--- src/rtl/kmeans_pkg.sv ---
// Shared definitions for the k-means iteration sequencer.
// Holds the FSM state encoding and a width helper.
package kmeans_pkg;

    function automatic int clog2(input int value);
        int w;
        w = 0;
        for (int i = 0; i < 31; i++) begin
            if ((1 << i) < value) begin
                w = i + 1;
            end
        end
        return w;
    endfunction

    localparam int num_states = 7;
    localparam int state_w = clog2(num_states);

    localparam logic [state_w-1:0] IDLE   = state_w'(0);
    localparam logic [state_w-1:0] CLEAR  = state_w'(1);
    localparam logic [state_w-1:0] STREAM = state_w'(2);
    localparam logic [state_w-1:0] DRAIN  = state_w'(3);
    localparam logic [state_w-1:0] UPDATE = state_w'(4);
    localparam logic [state_w-1:0] CHECK  = state_w'(5);
    localparam logic [state_w-1:0] DONE   = state_w'(6);

endpackage

--- src/rtl/kmeans_iter_ctrl.sv ---
// Pass sequencer for the k-means datapath: clear, stream, drain,
// update, then decide between another pass and stopping.
module kmeans_iter_ctrl
    import kmeans_pkg::*;
#(
    parameter int input_data_qty_bit_width = 8,
    parameter int input_data_qty = 256,
    parameter int max_iter = 16,
    parameter int iter_bit_width = 5
) (
    input  logic clk,
    input  logic rst,
    input  logic start,
    input  logic pipe_valid_out,
    input  logic pipe_changed,
    input  logic upd_done,
    output logic rd_en,
    output logic [input_data_qty_bit_width-1:0] rd_addr,
    output logic acc_clear,
    output logic upd_start,
    output logic busy,
    output logic done,
    output logic converged,
    output logic [iter_bit_width-1:0] iter_count
);

    localparam int aw = input_data_qty_bit_width;
    localparam int cnt_w = aw + 1;
    localparam logic [aw-1:0] last_addr = aw'(input_data_qty - 1);
    localparam logic [cnt_w-1:0] qty_cnt = cnt_w'(input_data_qty);
    localparam logic [iter_bit_width-1:0] iter_lim =
        iter_bit_width'(max_iter);

    logic [state_w-1:0] state;
    logic [cnt_w-1:0] out_cnt;
    logic chg;
    logic upd_first;
    logic counting;
    logic retire;
    logic [iter_bit_width-1:0] iter_next;

    assign counting = (state == STREAM) || (state == DRAIN);
    assign retire = counting && pipe_valid_out;
    assign iter_next = iter_count + 1'b1;

    assign rd_en = (state == STREAM);
    assign acc_clear = (state == CLEAR);
    assign upd_start = (state == UPDATE) && upd_first;
    assign busy = (state != IDLE) && (state != DONE);
    assign done = (state == DONE);

    always_ff @(posedge clk) begin
        if (!rst) begin
            state <= IDLE;
            rd_addr <= '0;
            out_cnt <= '0;
            chg <= 1'b0;
            upd_first <= 1'b0;
            iter_count <= '0;
            converged <= 1'b0;
        end else begin
            // Retirements may still land in STREAM while reads continue.
            if (retire) begin
                out_cnt <= out_cnt + 1'b1;
                if (pipe_changed) begin
                    chg <= 1'b1;
                end
            end
            case (state)
                IDLE, DONE: begin
                    if (start) begin
                        state <= CLEAR;
                        iter_count <= '0;
                        converged <= 1'b0;
                    end
                end
                CLEAR: begin
                    out_cnt <= '0;
                    rd_addr <= '0;
                    chg <= (iter_count == '0);
                    state <= STREAM;
                end
                STREAM: begin
                    if (rd_addr == last_addr) begin
                        rd_addr <= '0;
                        state <= DRAIN;
                    end else begin
                        rd_addr <= rd_addr + 1'b1;
                    end
                end
                DRAIN: begin
                    if (out_cnt >= qty_cnt) begin
                        state <= UPDATE;
                        upd_first <= 1'b1;
                    end
                end
                UPDATE: begin
                    // A done seen while the trigger is still out is stale.
                    if (upd_first) begin
                        upd_first <= 1'b0;
                    end else if (upd_done) begin
                        state <= CHECK;
                    end
                end
                CHECK: begin
                    iter_count <= iter_next;
                    if (!chg) begin
                        state <= DONE;
                        converged <= 1'b1;
                    end else if (iter_next == iter_lim) begin
                        state <= DONE;
                    end else begin
                        state <= CLEAR;
                    end
                end
                default: begin
                    state <= IDLE;
                end
            endcase
        end
    end

endmodule
--- config.mk ---
export PLATFORM = sky130hd
export DESIGN_NAME = kmeans_iter_ctrl
export DESIGN_NICKNAME = d
export VERILOG_FILES = /design/src/rtl/kmeans_pkg.sv /design/src/rtl/kmeans_iter_ctrl.sv
export SDC_FILE = /design/constraint.sdc
export NUM_CORES = 1
export LEC_CHECK = 0
export ABC_AREA = 1
export CAP_MARGIN = 10
export CORE_ASPECT_RATIO = 1.1
export CORE_MARGIN = 5
export CORE_UTILIZATION = 56
export DETAILED_ROUTE_END_ITERATION = 6
export MAX_ROUTING_LAYER = met4
export PLACE_DENSITY = 0.8
export SYNTH_ARGS = -nofsm -noshare
export SYNTH_HDL_FRONTEND = slang
export SYNTH_SLANG_ARGS = --single-unit
--- constraint.sdc ---
create_clock -name clk -period 2.6 [get_ports clk]
set_clock_uncertainty 0.05 [all_clocks]
set_input_delay 0.26 -clock clk [delete_from_list [all_inputs] [get_ports clk]]
set_output_delay 0.26 -clock clk [all_outputs]
set_load 0.01 [all_outputs]
==> flow_summary.toml, run 1 <==
[cells_and_area]
regArea_um2 = 560.5
layout_commonest_cell = "nand2_1"
layout_common_cells = "nand2_1, inv_1, dfxtp_1"
antenna_cells = 0
multi_input_area_um2 = 825.8
drive_gt1_share_pct = 10.88
stdcell_count = 272
n_fill_cell = 241
layout.nets = 251
area_delta_synth_final_pct = 19.12

[critical_path]
crit_top_cell = "nor2_1"
end_kind = "primary output"
required_ns = 2.29
critPathTopFamily = "buffers and inverters"
crit_buf_inv = 4
rr_endpoint = "state[0]$_SDFFE_PN0P_"
crit_type = "reg -> out"
r2r-start = "rd_addr[0]$_SDFFE_PN0P_"
setup.worst_path.start_class = "register"
crit_arrival_ns = 1.92
cp_max_fo = 5
cp_cell_sequence = "inv_1, nor2_1, inv_2, nor2_1, inv_1, nor2_1, clkdlybuf4s50_1"
r2r_setup_slack_ns = 0.87
slowest_delay_ns = 0.54
crit_slowest_cell = "clkdlybuf4s50_1"
reg2reg_depth = 10

[floorplan]
core-area_um2 = 2703
io_pins = 25
start_util_pct = 56.90
die_width_um = 59.97
dieArea_um2 = 3895
dieHeight_um = 64.96
rows = 20

[pwr]
vdd_drop_max_v = 0.0003912
pwr_density_cell_nw_per_um2 = 632.2
p_leak_uw = 0.0007436

[timing]
timing.final.crit_share_pct = 85.63
period_needed_ns = 2.226
slew_violations = 0
final_hold_viol_count = 0
tightestPinTransition_ns = 0.3178
setup_viol = 0
slew_headroom_pct = 78.68
rsz0062_at_grt = "false"
max_freq_mhz = 449.2
fin_tns_setup_ns = 0

[synthesis]
syn_nets = 224
syn_area_um2 = 1538
synth_seq_cells = 28
yosys_warnings = 0
syn_inst = 214
ys.flop_type = "dfxtp_1"
synthArstFlopShare_pct = 0
yosysSeqAreaShare_pct = 36.45
syn_avg_cell_area_um2 = 7.186
synth_edf_count = 0
synth_cell_type_count = 29

[hold_path]
min_path_cells = 2
hp-class = "reg -> reg"
hold_path_end = "state[2]$_SDFFE_PN0P_"
min_from = "state[2]$_SDFFE_PN0P_"

[clock_tree]
post_cts.repair.setup_buffers = 0
clock-sinks = 28
cts.path.max_buffers = 2
clkTransAtPathRegs_ns = 0.13
cts_hold_buf = 0
cts_buffers = 3
cts_tree = "yes"
insertion_delay_ns = 0.32
post_cts_resized = 0
h-tree-depth = 1
clock_tree.root_cell = "clkbuf_4"

[place]
port_buffers = 24
place_hpwl_mm = 2.393
gp_congestion = 0.8406
dp.cells = 269

[drt]
first_pass_iters = 4
routedWlPerCell_um = 11.28
drc = 0
via_count = 1378
drt_iter0_markers = 61
via_per_inst = 5.066
drt-total-wl_mm = 3.068
ant_nets = 0

[global_route]
grt_first_pass_wirelength_mm = 5.554
grt_max_degree = 15
grt_use_total_pct = 18.66
grt_pass1_vias = 1371
grt-ovfl-total = 0
antenna_found_initial = 0

[job]
cap_viol_max_count = 0

[outcome]
status = "finished clean"
worst min-delay path: stages, from the launching register on:
cell     delay, ns
dfxtp_1       0.33
nand2_1       0.06
a21oi_1       0.06
cell type report:
type                            count  area share, %
Sequential cell                    28          30.60
Tap cell                           33          2.254
Inverter                           37          7.719
Clock buffer                        3          1.230
Multi-Input combinational cell    147          45.08
Timing Repair Buffer               24          13.11
metrics by stage:
stage | worst slack (ns) | hold WS [ns] | util [%] | total power, uW | cell area [um^2]
final | 0.3736 | 0.4341 | 67.78 | 1158 | 1832
after global routing | 0.2048 | 0.4665 | 67.78 | 1254 | 1832
after CTS | 0.3596 | 0.4397 | 67.78 | 1167 | 1832
after detailed placement | 0.7536 | 0.4183 | 66.94 | 992.4 | 1809
after global placement | 0.7651 | 0.4031 | 66.94 | 987.5 | 1809
after floorplan | 1.015 | 0.3889 | - | 846.2 | 1538
sequential cells by signal, summed over array words and instances (netlist names):
register and cells:
chg 1, rd_addr 8, out_cnt 9, state 3, iter_count 5, converged 1, upd_first 1
power breakdown:
group	internal (uW)	switching, uW
Combinational	170	308
Clock	54.3	119
Sequential	462	45.3
routing by layer:
metal	GRT usage (%)	share of wire, %
met2	28.92	46
met5	-	0
met1	23.32	48
met4	8.864	2.1
met3	2.988	4.3
synth_stat cells, types with 2 or more instances:
| master | count | share of area, % |
|---|---|---|
| nand2_1 | 48 | 12 |
| inv_1 | 32 | 7.8 |
| dfxtp_1 | 28 | 36 |
| a21oi_1 | 18 | 5.9 |
| nor2_1 | 18 | 4.4 |
| nand3_1 | 11 | 3.6 |
| o21ai_0 | 10 | 3.3 |
| nand4_1 | 5 | 2.0 |
| nor2_4 | 5 | 3.7 |
| nor3_1 | 5 | 1.6 |
| ha_1 | 4 | 3.3 |
| nand2_2 | 4 | 1.6 |
| inv_2 | 3 | 0.73 |
| o21ai_2 | 3 | 1.7 |
| xor2_1 | 3 | 1.7 |
| buf_2 | 2 | 0.65 |
| nand3_2 | 2 | 1.3 |
| or2_0 | 2 | 0.81 |
worst max-delay path by stage:
| stage | startpoint | end | slack [ns] | cells past startpoint |
|---|---|---|---|---|
| final | state[2]$_SDFFE_PN0P_ | upd_start | 0.37 | 7 |
| after floorplan | rd_addr[0]$_SDFFE_PN0P_ | state[0]$_SDFFE_PN0P_ | 1.02 | 10 |
| after CTS | state[2]$_SDFFE_PN0P_ | upd_start | 0.36 | 7 |
| after detailed placement | state[2]$_SDFFE_PN0P_ | upd_start | 0.75 | 7 |
| after global placement | state[2]$_SDFFE_PN0P_ | upd_start | 0.77 | 7 |
| after global routing | state[2]$_SDFFE_PN0P_ | upd_start | 0.20 | 7 |
cell families after synthesis:
kind of cell / Yosys count / share of synthesized area, %
AOI/OAI and AO/OA: 35 / 12.86
adders and majority gates: 4 / 3.255
buffers and inverters: 39 / 9.846
and+or+nand+nor: 105 / 35.88
xor gates and xnor gates: 3 / 1.709
DFF: 28 / 36.45
(Power assumes the default switching activity.)
==> inputs of run 2 (changes only) <==
CAP_MARGIN = 20   (was 10)
CORE_ASPECT_RATIO = 0.75   (was 1.1)
==> flow_summary.toml, run 2 (synthesis gave the netlist of run 1 again) <==
[outcome]
status = "finished clean"

[critical_path]
required_ns = 2.29
slowest_delay_ns = 0.54
crit_top_cell = "nor2_1"
rr_endpoint = "state[0]$_SDFFE_PN0P_"
r2r-start = "rd_addr[0]$_SDFFE_PN0P_"
crit_arrival_ns = 1.91
reg2reg_depth = 10
cp_max_fo = 5
cp_cell_sequence = "inv_1, nor2_1, inv_2, nor2_1, inv_1, nor2_1, clkdlybuf4s50_1"
r2r_setup_slack_ns = 0.88
crit_slowest_cell = "clkdlybuf4s50_1"
crit_type = "reg -> out"
end_kind = "primary output"
setup.worst_path.start_class = "register"

[drt]
top_layer = "met4"
routedWlPerCell_um = 11.26
wl_met3_um = 151
ant_nets = 0
via_per_inst = 5.051
first_pass_iters = 4
via_count = 1389
drc = 0
drt-total-wl_mm = 3.096
drt-met1-wl_mm = 1.588
dr_wl_met2_mm = 1.324
drt_iter0_markers = 60

[cells_and_area]
largest-register = "out_cnt"
layout_common_cells = "nand2_1, inv_1, dfxtp_1"
reg_top3 = "out_cnt: 9 flops, rd_addr: 8 flops, iter_count: 5 flops"
final_util_pct = 70.71
largest_reg_flops = 9
layout.nets = 251
multi_input_area_um2 = 825.8
layout_commonest_cell = "nand2_1"
area_delta_synth_final_pct = 20.59
regArea_um2 = 560.5
n_fill_cell = 232
drive_gt1_share_pct = 10.88
antenna_cells = 0

[floorplan]
dieHeight_um = 55.38
die_width_um = 70.51
rows = 16
dieArea_um2 = 3905
core-area_um2 = 2623
io_pins = 25
start_util_pct = 58.64

[global_route]
antenna_found_initial = 0
grt_pass1_vias = 1243
grt_use_total_pct = 17.29
grt_max_degree = 15
grt-ovfl-total = 0
grt_first_pass_wirelength_mm = 5.478

[clock_tree]
cts_buffers = 3
cts_hold_buf = 0
h-tree-depth = 1
insertion_delay_ns = 0.27
clock_tree.root_cell = "clkbuf_8"
clock-sinks = 28
post_cts.repair.setup_buffers = 0
cts_tree = "yes"
post_cts_resized = 0
clkTransAtPathRegs_ns = 0.09
cts.path.max_buffers = 2

[timing]
final_hold_viol_count = 0
period_needed_ns = 2.218
slew_headroom_pct = 79.14
tightestPinTransition_ns = 0.3120
max_freq_mhz = 450.8
fin_tns_setup_ns = 0
setup_viol = 0
slew_violations = 0
rsz0062_at_grt = "false"
timing.final.crit_share_pct = 85.32

[hold_path]
hold_path_end = "converged$_SDFFE_PN0P_"
hp-class = "reg -> reg"
min_path_cells = 2
min_from = "converged$_SDFFE_PN0P_"

[pwr]
switching_share_pct = 39.41
pwr-share-comb_pct = 39.6
p_seq_share_pct = 41.5
p_clk_share_pct = 19.0
vdd_drop_max_v = 0.0003662
pwr_density_cell_nw_per_um2 = 654.6
total_power_uw = 1214
p_leak_uw = 0.0007513
p_int_uw = 735.5
p_sw_uw = 478.4

[place]
gp_congestion = 0.9223
port_buffers = 24
place_hpwl_mm = 2.432

[job]
cap_viol_max_count = 0
## run 2: layer usage
metal | global-route usage, % | vias up
met5 | - | -
met4 | 3.279 | 0
met3 | 3.986 | 4
met2 | 25.47 | 35
met1 | 24.28 | 613
li1 | - | 737
## run 2: worst max-delay path by stage
stage	end	start	slack, ns	cells after the start
final	upd_start	state[2]$_SDFFE_PN0P_	0.38	7
after global routing	upd_start	state[2]$_SDFFE_PN0P_	0.26	7
after CTS	upd_start	state[2]$_SDFFE_PN0P_	0.40	7
after detailed placement	upd_start	state[2]$_SDFFE_PN0P_	0.71	7
after global placement	upd_start	state[2]$_SDFFE_PN0P_	0.73	7
after floorplan	state[0]$_SDFFE_PN0P_	rd_addr[0]$_SDFFE_PN0P_	1.02	10
## run 2: worst max-delay path: cells and delay by family (launching register included)
family	cells	cell delay, ns
buffers and inverters	4	0.84
DFF	1	0.34
and+or+nand+nor	3	0.46
## run 2: area by class of cell
type	count	area share [%]
Clock buffer	3	2.227
Inverter	37	7.625
Multi-Input combinational cell	147	44.53
Sequential cell	28	30.23
Tap cell	36	2.429
Timing Repair Buffer	24	12.96
## run 2: power by group through the flow
| stage | sequential [uW] | clock [uW] | combinational, uW |
|---|---|---|---|
| finish | 503 | 230 | 481 |
| global route | 510 | 252 | 541 |
| CTS | 502 | 239 | 484 |
| detailed placement | 513 | 0 | 482 |
| global placement | 512 | 0 | 477 |
| floorplan | 509 | 0 | 338 |
## run 2: per-stage QoR
| step | cell area (um^2) | instances | hold WS (ns) | setup WS (ns) |
|---|---|---|---|---|
| floorplan | 1538 | 214 | 0.3889 | 1.015 |
| global placement | 1813 | 272 | 0.4031 | 0.7282 |
| detailed placement | 1813 | 272 | 0.4075 | 0.7131 |
| CTS | 1854 | 275 | 0.4332 | 0.3965 |
| global route | 1854 | 275 | 0.4602 | 0.2564 |
| finish | 1854 | 275 | 0.4284 | 0.3818 |
==> inputs of run 3 (changes only) <==
CTS_CLUSTER_SIZE = 12   (was unset)
==> results of run 3 <==
Final layout, timing and power as in run 2 (identical DEF).
